==> src/rtl/nzet_scatter_if.sv <==
// Stream bundle for nzet_scatter: compressed input beat and dense output beat.
interface nzet_scatter_if #(
    parameter int DW = 8
);
    logic          in_valid;
    logic          in_ready;
    logic [DW-1:0] val_0;
    logic [DW-1:0] val_1;
    logic [3:0]    mask_in;

    logic          out_valid;
    logic          out_ready;
    logic [DW-1:0] aout0;
    logic [DW-1:0] aout1;
    logic [DW-1:0] aout2;
    logic [DW-1:0] aout3;
    logic [3:0]    mask_out;

    modport master (
        output in_valid, val_0, val_1, mask_in, out_ready,
        input  in_ready, out_valid, aout0, aout1, aout2, aout3, mask_out
    );

    modport slave (
        input  in_valid, val_0, val_1, mask_in, out_ready,
        output in_ready, out_valid, aout0, aout1, aout2, aout3, mask_out
    );
endinterface

==> src/rtl/nzet_scatter.sv <==
// Scatters up to two nonzero values onto four dense lanes selected by a mask.
// Output register plus skid register; in_ready is registered off the skid state.
module nzet_scatter #(
    parameter int DW = 8
) (
    input  logic        clk,
    input  logic        rst,
    nzet_scatter_if.slave bus,
    input  logic        clr,
    output logic        err_pop,
    output logic [15:0] beat_cnt
);

    logic [3:0]            sel0;
    logic [3:0]            rest;
    logic [3:0]            sel1;
    logic [3:0]            extra;
    logic                  over_pop;
    logic [3:0][DW-1:0]    dec_lane;
    logic [3:0]            dec_mask;

    logic                  in_hs;
    logic                  out_hs;

    logic                  or_valid_q, or_valid_d;
    logic [3:0][DW-1:0]    or_lane_q,  or_lane_d;
    logic [3:0]            or_mask_q,  or_mask_d;
    logic                  sk_valid_q, sk_valid_d;
    logic [3:0][DW-1:0]    sk_lane_q,  sk_lane_d;
    logic [3:0]            sk_mask_q,  sk_mask_d;
    logic                  in_ready_q, in_ready_d;
    logic                  err_pop_q,  err_pop_d;
    logic [15:0]           beat_cnt_q, beat_cnt_d;

    // x & -x isolates the lowest set bit
    assign sel0     = bus.mask_in & (~bus.mask_in + 4'd1);
    assign rest     = bus.mask_in ^ sel0;
    assign sel1     = rest & (~rest + 4'd1);
    assign extra    = rest ^ sel1;
    assign over_pop = |extra;
    assign dec_mask = sel0 | sel1;

    always_comb begin
        dec_lane = '0;
        for (int i = 0; i < 4; i++) begin
            if (sel0[i]) begin
                dec_lane[i] = bus.val_0;
            end else if (sel1[i]) begin
                dec_lane[i] = bus.val_1;
            end
        end
    end

    assign in_hs  = bus.in_valid & in_ready_q;
    assign out_hs = or_valid_q & bus.out_ready;

    always_comb begin
        or_valid_d = or_valid_q;
        or_lane_d  = or_lane_q;
        or_mask_d  = or_mask_q;
        sk_valid_d = sk_valid_q;
        sk_lane_d  = sk_lane_q;
        sk_mask_d  = sk_mask_q;

        if (out_hs || !or_valid_q) begin
            // OR is free this edge; the skid beat is older than any new input
            if (sk_valid_q) begin
                or_valid_d = 1'b1;
                or_lane_d  = sk_lane_q;
                or_mask_d  = sk_mask_q;
                sk_valid_d = 1'b0;
            end else if (in_hs) begin
                or_valid_d = 1'b1;
                or_lane_d  = dec_lane;
                or_mask_d  = dec_mask;
            end else begin
                or_valid_d = 1'b0;
            end
        end else if (in_hs) begin
            sk_valid_d = 1'b1;
            sk_lane_d  = dec_lane;
            sk_mask_d  = dec_mask;
        end

        in_ready_d = ~sk_valid_d;

        if (in_hs && over_pop) begin
            err_pop_d = 1'b1;
        end else if (clr) begin
            err_pop_d = 1'b0;
        end else begin
            err_pop_d = err_pop_q;
        end

        if (clr) begin
            beat_cnt_d = 16'd0;
        end else if (out_hs) begin
            beat_cnt_d = beat_cnt_q + 16'd1;
        end else begin
            beat_cnt_d = beat_cnt_q;
        end
    end

    always_ff @(posedge clk or posedge rst) begin
        if (rst) begin
            or_valid_q <= 1'b0;
            or_lane_q  <= '0;
            or_mask_q  <= '0;
            sk_valid_q <= 1'b0;
            sk_lane_q  <= '0;
            sk_mask_q  <= '0;
            in_ready_q <= 1'b0;
            err_pop_q  <= 1'b0;
            beat_cnt_q <= 16'd0;
        end else begin
            or_valid_q <= or_valid_d;
            or_lane_q  <= or_lane_d;
            or_mask_q  <= or_mask_d;
            sk_valid_q <= sk_valid_d;
            sk_lane_q  <= sk_lane_d;
            sk_mask_q  <= sk_mask_d;
            in_ready_q <= in_ready_d;
            err_pop_q  <= err_pop_d;
            beat_cnt_q <= beat_cnt_d;
        end
    end

    assign bus.in_ready  = in_ready_q;
    assign bus.out_valid = or_valid_q;
    assign bus.aout0     = or_lane_q[0];
    assign bus.aout1     = or_lane_q[1];
    assign bus.aout2     = or_lane_q[2];
    assign bus.aout3     = or_lane_q[3];
    assign bus.mask_out  = or_mask_q;
    assign err_pop       = err_pop_q;
    assign beat_cnt      = beat_cnt_q;

endmodule

==> src/flat_wrapper.sv <==
// flat-port wrapper written by rule: the top's interface ports become plain ports
module nzet_scatter_flat 
#(
    parameter int DW = 8
)
  (clk, rst, clr, err_pop, beat_cnt, bus_in_valid, bus_val_0, bus_val_1, bus_mask_in, bus_out_ready, bus_in_ready, bus_out_valid, bus_aout0, bus_aout1, bus_aout2, bus_aout3, bus_mask_out);
  nzet_scatter_if #(.DW(DW)) bus_i ();
  input  logic clk;
  input  logic rst;
  input  logic clr;
  output logic err_pop;
  output logic [15:0] beat_cnt;
  input wire logic [$bits(bus_i.in_valid)-1:0] bus_in_valid;
  input wire logic [$bits(bus_i.val_0)-1:0] bus_val_0;
  input wire logic [$bits(bus_i.val_1)-1:0] bus_val_1;
  input wire logic [$bits(bus_i.mask_in)-1:0] bus_mask_in;
  input wire logic [$bits(bus_i.out_ready)-1:0] bus_out_ready;
  output wire logic [$bits(bus_i.in_ready)-1:0] bus_in_ready;
  output wire logic [$bits(bus_i.out_valid)-1:0] bus_out_valid;
  output wire logic [$bits(bus_i.aout0)-1:0] bus_aout0;
  output wire logic [$bits(bus_i.aout1)-1:0] bus_aout1;
  output wire logic [$bits(bus_i.aout2)-1:0] bus_aout2;
  output wire logic [$bits(bus_i.aout3)-1:0] bus_aout3;
  output wire logic [$bits(bus_i.mask_out)-1:0] bus_mask_out;
  assign bus_i.in_valid = bus_in_valid;
  assign bus_i.val_0 = bus_val_0;
  assign bus_i.val_1 = bus_val_1;
  assign bus_i.mask_in = bus_mask_in;
  assign bus_i.out_ready = bus_out_ready;
  assign bus_in_ready = bus_i.in_ready;
  assign bus_out_valid = bus_i.out_valid;
  assign bus_aout0 = bus_i.aout0;
  assign bus_aout1 = bus_i.aout1;
  assign bus_aout2 = bus_i.aout2;
  assign bus_aout3 = bus_i.aout3;
  assign bus_mask_out = bus_i.mask_out;
  nzet_scatter #(.DW(DW)) u_core (.clk(clk), .rst(rst), .bus(bus_i), .clr(clr), .err_pop(err_pop), .beat_cnt(beat_cnt));
endmodule
==> config.mk <==
export PLATFORM = sky130hd
export DESIGN_NAME = nzet_scatter_flat
export DESIGN_NICKNAME = d
export VERILOG_FILES = /design/src/rtl/nzet_scatter_if.sv /design/src/rtl/nzet_scatter.sv /design/src/flat_wrapper.sv
export SDC_FILE = /design/constraint.sdc
export NUM_CORES = 1
export LEC_CHECK = 0
export CAP_MARGIN = 10
export CORE_ASPECT_RATIO = 2
export CORE_MARGIN = 1.5
export CORE_UTILIZATION = 30
export DETAILED_ROUTE_END_ITERATION = 16
export PLACE_DENSITY_LB_ADDON = 0.15
export SETUP_SLACK_MARGIN = 0.2
export SYNTH_ARGS = -nofsm -noshare
export SYNTH_HDL_FRONTEND = slang
export SYNTH_SLANG_ARGS = --single-unit
==> constraint.sdc <==
create_clock -name clk -period 8.9 [get_ports clk]
set_clock_uncertainty 0.2 [all_clocks]
set_input_delay 1.78 -clock clk [delete_from_list [all_inputs] [get_ports clk]]
set_output_delay 1.78 -clock clk [all_outputs]
set_load 0.05 [all_outputs]
==> run_results.csv, run 1 <==
group,metric,value,unit
clocking,cts_setup_buffers,0,
global_route,antenna_found_initial,0,
clocking,clk_latency,0.34,ns
synthesis,yosysWarningCount,0,
synthesis,synth_top_area_share,0.483,
sta,rsz0062_at_grt,"false",
critical_path,critPathLaunchType,"input port",
finish,design_area,5950,sq um
global_route,grt_pass1_vias,3589,
clocking,cts.clk_slew.worst_paths,0.06,ns
synthesis,synth_ff_type,"dfrtp_1",
power_and_ir_drop,vdd_drop_max,96.9,uV
floorplanning,die_area,16700,sq um
synthesis,postSynthAreaPerCell,9.68,sq um
power_and_ir_drop,p_per_area,231,nW/um^2
sta,fin_crit,3.67,ns
run_status,status,"finished, final reports clean",
sta,slew-limit-headroom,0.325,
critical_path,critPathRequiredTime,8.96,ns
clocking,cts_made_buffers,9,
synthesis,netlist_area,4760,sq um
global_route,met2_usage,0.233,
sta,timing.final.crit_share,0.413,
global_route,use_met3,0.0244,
sta,drv_slew,0,
clocking,ctsLongestPathBuffers,2,
clocking,root_buffer,"clkbuf_16",
place,port_buffers,79,
route,drt.antenna.violating_nets,0,
route,vias,3681,
floorplanning,num_rows,65,
global_route,grt_use_total,0.152,
global_route,met1_usage,0.216,
critical_path,crit_fanout,47,
floorplanning,io_pins,80,
place,gp_congestion,0.733,
clocking,post_cts_resize_count,0,
global_route,grt_pass1_wl,20.0,mm
critical_path,crit_type,"in -> reg",
clocking,clkSinkCount,92,
power_and_ir_drop,p_leak,2.46,nW
synthesis,seq_area_frac_synth,0.483,
route,firstDrtPassIters,4,
route,drt_iter0_drc,130,
global_route,grt_max_degree,79,
synthesis,ys_top_cells_by_area,"dfrtp_1, nand2_1, nor2_1",
synthesis,async_reset_ff_frac,1.00,
clocking,htreeDepth,3,
place,placed_cell_area,5660,sq um
sta,tightest_slew,1.01,ns
sta,hold_viol,0,
synthesis,yosysMostFrequentCell,"dfrtp_1",
worst_hold_path,hold_path_depth,2,
finish,area_delta_synth_final,24.9,%
global_route,grt-busiest-layer,"met2",
floorplanning,initial_utilization,0.305,
finish,final_nets,575,
worst_hold_path,hp-class,"reg -> reg",
synthesis,ys_ff_latch,92,
finish,antenna_cells,0,
critical_path,endpoint_kind,"flop",
critical_path,arrival,3.74,ns
job,drv_cap,0,
floorplanning,coreArea,15600,sq um
synthesis,ys_types,42,
synthesis,yosysTopAreaCell,"dfrtp_1",
floorplanning,fp.dieH,181,um
sta,fmax,272,MHz
floorplanning,die_w,92.1,um
synthesis,synth_nets,518,
clocking,cts_hold_buf,0,
sta,fin_tns_setup,0,ns
finish,nFillCells,1595,
place,dpl.hpwl,7.63,mm
sta,setup_viol,0,
route,routed_wl,11.7,mm
global_route,gr-total-overflow,0,
route,vias_per_cell,4.88,
synthesis,synth_edf_count,0,
clocking,cts_tree,"yes",
route,drc,0,
synthesis,synth_common_cells,"dfrtp_1, nand2_1, nor2_1",
synthesis,synthCells,492,
critical_path,rrSetupSlack,6.74,ns
critical_path,reg2regPathDepth,4,
finish,drive_above_1_share,0.116,
route,wl_per_cell,15.5,um
==> power by group <==
group / total [mW] / internal, mW / switching, mW
Sequential: 0.541 / 0.497 / 0.0443
Combinational: 0.461 / 0.156 / 0.305
Clock: 0.374 / 0.214 / 0.160
Total: 1.38 / 0.867 / 0.510
==> per-layer routing <==
layer | vias to the layer above | wire length, um
li1 | 1840 | -
met1 | 1763 | 5640
met4 | 0 | 183
met2 | 67 | 5540
met5 | - | 0
met3 | 11 | 346
==> critical path, cell delays in order <==
cell and delay, ns:
clkdlybuf4s50_1 0.45, buf_4 0.39, nor2b_1 0.57, o2bb2ai_1 0.22, a22oi_1 0.12, a21oi_1 0.18
==> layout make-up <==
class	instances	area [sq um]	share of cell area
Multi-Input combinational cell	357	2240	0.377
Timing Repair Buffer	86	843	0.142
Clock buffer	14	274	0.0461
Sequential cell	92	2300	0.387
Inverter	3	13.8	0.00231
Tap cell	201	251	0.0423
Clock inverter	2	17.5	0.00295
==> registers in the layout, summed over array words and instances (netlist names), 4 cells and up <==
signal,count
u_core.bus.aout1,8
u_core.bus.aout2,8
u_core.beat_cnt,16
u_core.bus.aout3,8
u_core.sk_lane_q,32
u_core.bus.aout0,8
u_core.bus.mask_out,4
u_core.sk_mask_q,4
==> final timing paths <==
path,end,startpoint
max in group asynchronous,u_core.sk_valid_q$_DFF_PP0_,rst
setup / recovery,u_core.bus.aout2[7]$_DFFE_PP0P_,bus_mask_in[0]
hold reg to reg,u_core.sk_lane_q[6]$_DFFE_PP0P_,u_core.sk_lane_q[6]$_DFFE_PP0P_
hold / removal,u_core.sk_lane_q[6]$_DFFE_PP0P_,u_core.sk_lane_q[6]$_DFFE_PP0P_
min in group asynchronous,u_core.beat_cnt[14]$_DFFE_PP0P_,rst
setup reg to reg,u_core.bus.aout3[4]$_DFFE_PP0P_,u_core.sk_valid_q$_DFF_PP0_
==> kinds of logic (layout without fill, tap and decap cells) <==
kind of cell,Yosys count,after routing,share of synthesized area
adder cells (fa/ha/maj),2,2,0.00473
AND/OR/NAND/NOR,184,184,0.194
buffers and inverters,43,105,0.0455
AO/OA/AOI/OAI,130,130,0.185
flip-flops,92,92,0.483
multiplexers,31,31,0.0686
XOR/XNOR,10,10,0.0184
==> metrics by stage <==
stage	hold slack, ns	std cells	setup WS [ns]	util	power, mW
after detailed placement	0.272	739	4.85	0.362	1.02
after floorplan	0.250	492	4.53	-	0.863
after global routing	0.312	755	5.05	0.381	1.46
final	0.281	755	5.23	0.381	1.38
after CTS	0.286	755	5.19	0.381	1.40
after global placement	0.262	739	4.88	0.362	1.01
==> cell usage in the layout (no fill, tap or decap), types with 12 or more instances in the layout <==
cell             Yosys  routed
a21oi_1             33      33
clkdlybuf4s50_1      0      79
dfrtp_1             92      91
mux2_2              12      12
mux2i_1             18      18
nand2_1             85      85
nor2_1              49      49
o21ai_0             28      28
or4bb_1             15      15
(Power assumes the default switching activity.)
==> run 2: changes to the inputs <==
==> constraint.sdc (replaced) <==
create_clock -name clk -period 3.49 [get_ports clk]
set_clock_uncertainty 0.2 [all_clocks]
set_input_delay 0.698 -clock clk [delete_from_list [all_inputs] [get_ports clk]]
set_output_delay 0.698 -clock clk [all_outputs]
set_load 0.05 [all_outputs]
==> run 2 against run 1 <==
Against the previous run: die area did not move; via count is 0.24% higher; clock-buffer cell count down 1; sequential share of layout area decreased by 0.66 points; core utilization is 0.67 points higher; wire length grew 1.1%; total power increased to 2.6 times the previous value; critical path type is now reg -> out; largest cell class unchanged; highest routed layer unchanged.
==> run_results.csv, run 2 (synthesized netlist as in run 1, its figures left out) <==
group,metric,value,unit
route,wl_per_cell,15.5,um
sta,slew-limit-headroom,0.559,
global_route,gr-total-overflow,0,
critical_path,critPathLaunchType,"flop",
global_route,grt_use_total,0.151,
clocking,cts_setup_buffers,0,
floorplanning,die_area,16700,sq um
sta,timing.final.crit_share,0.737,
route,vias_per_cell,4.82,
floorplanning,die_w,92.1,um
power_and_ir_drop,vdd_drop_max,276,uV
place,port_buffers,79,
critical_path,rr_startpoint,"u_core.bus.out_valid$_DFFE_PP0P_",
floorplanning,io_pins,80,
floorplanning,fp.dieH,181,um
sta,fin_crit,2.57,ns
sta,fmax,389,MHz
place,dpl.hpwl,8.33,mm
floorplanning,num_rows,65,
critical_path,crit_slowest_cell,"clkdlybuf4s50_1",
clocking,cts_hold_buf,0,
global_route,grt_pass1_vias,3594,
finish,antenna_cells,0,
finish,largest_reg_flops,32,
critical_path,rrSetupSlack,1.53,ns
place,gp_congestion,0.763,
critical_path,crit_family,"buffers and inverters",
critical_path,reg2regPathDepth,5,
clocking,htreeDepth,3,
clocking,cts_tree,"yes",
sta,rsz0062_at_grt,"false",
power_and_ir_drop,p_total,3.52,mW
place,placed_cells,749,
critical_path,crit_path_end,"beat_cnt[0]",
clocking,post_cts_resize_count,0,
job,drv_cap,0,
finish,drive_above_1_share,0.131,
route,vias,3690,
power_and_ir_drop,p_per_area,581,nW/um^2
clocking,clkSinkCount,92,
run_status,status,"finished, final reports clean",
critical_path,r2r-end,"u_core.sk_lane_q[18]$_DFFE_PP0P_",
critical_path,crit_start,"u_core.beat_cnt[0]$_DFFE_PP0P_",
clocking,root_buffer,"clkbuf_16",
sta,tightest_slew,0.660,ns
clocking,cts_made_buffers,9,
critical_path,cp_slowest_stage_delay,0.85,ns
global_route,grt_pass1_wl,19.6,mm
clocking,clk_latency,0.34,ns
critical_path,critPathRequiredTime,2.59,ns
sta,fin_tns_setup,0,ns
route,drt.antenna.violating_nets,0,
critical_path,crit_fanout,7,
finish,final_cell_mix,"dfrtp_1, nand2_1, clkdlybuf4s50_1",
finish,area_delta_synth_final,27.1,%
route,firstDrtPassIters,4,
sta,holdWs,0.279,ns
worst_hold_path,hp-class,"reg -> reg",
critical_path,endpoint_kind,"primary output",
floorplanning,coreArea,15600,sq um
finish,nFillCells,1608,
critical_path,path_buf_inv,1,
finish,layoutNonFillerInstCount,765,
power_and_ir_drop,p_leak,2.52,nW
critical_path,cp_num_cells,1,
clocking,ctsLongestPathBuffers,2,
sta,drv_slew,0,
route,drt_iter0_drc,186,
clocking,cts.clk_slew.worst_paths,0.06,ns
sta,setup_viol,0,
global_route,antenna_found_initial,0,
critical_path,arrival,1.67,ns
sta,hold_viol,0,
finish,final_nets,585,
route,drc,0,
floorplanning,initial_utilization,0.305,
finish,final_common_cell,"dfrtp_1",
critical_path,crit_type,"reg -> out",
finish,final_core_util,0.388,
route,routed_wl,11.8,mm
critical_path,cp_cell_sequence,"clkdlybuf4s50_1",
global_route,grt_max_degree,72,
finish,regMostFlops,"u_core.sk_lane_q",
run 2: per-layer routing:
metal,vias to the layer above,share of wire,routed length [um],GRT usage
li1,1854,-,-,-
met1,1741,0.47,5530,0.207
met2,79,0.48,5660,0.236
met3,16,0.033,395,0.0227
met4,0,0.022,257,0.0591
met5,-,0,0,0
run 2: metrics by stage:
| step | cell area (sq um) | worst slack [ns] |
|---|---|---|
| final | 6050 | 0.919 |
| after global routing | 6050 | 0.805 |
| after CTS | 6050 | 0.894 |
| after detailed placement | 5770 | 0.633 |
| after global placement | 5770 | 0.647 |
| after floorplan | 4760 | 0.200 |
run 2: worst min-delay path by stage:
stage | cells after the start | start | end | slack [ns]
after floorplan | 2 | u_core.sk_lane_q[15]$_DFFE_PP0P_ | u_core.sk_lane_q[15]$_DFFE_PP0P_ | 0.25
after global placement | 2 | u_core.sk_lane_q[21]$_DFFE_PP0P_ | u_core.sk_lane_q[21]$_DFFE_PP0P_ | 0.26
after detailed placement | 2 | u_core.sk_lane_q[7]$_DFFE_PP0P_ | u_core.sk_lane_q[7]$_DFFE_PP0P_ | 0.27
after CTS | 2 | u_core.sk_lane_q[7]$_DFFE_PP0P_ | u_core.sk_lane_q[7]$_DFFE_PP0P_ | 0.28
after global routing | 2 | u_core.sk_lane_q[19]$_DFFE_PP0P_ | u_core.sk_lane_q[19]$_DFFE_PP0P_ | 0.30
final | 2 | u_core.sk_lane_q[12]$_DFFE_PP0P_ | u_core.sk_lane_q[12]$_DFFE_PP0P_ | 0.28
run 2: final cells by class:
type	instances	area [sq um]	area share
Sequential cell	92	2300	0.381
Multi-Input combinational cell	357	2240	0.371
Timing Repair Buffer	96	956	0.158
Clock buffer	13	260	0.0430
Tap cell	201	251	0.0416
Clock inverter	3	22.5	0.00372
Inverter	3	13.8	0.00227
run 2: power by group:
part	total [mW]	internal (mW)	switching, mW	leakage [nW]
combinational	1.19	0.416	0.774	1.21
clock	0.943	0.525	0.418	0.140
sequential	1.38	1.27	0.116	1.17
total	3.52	2.21	1.31	2.52
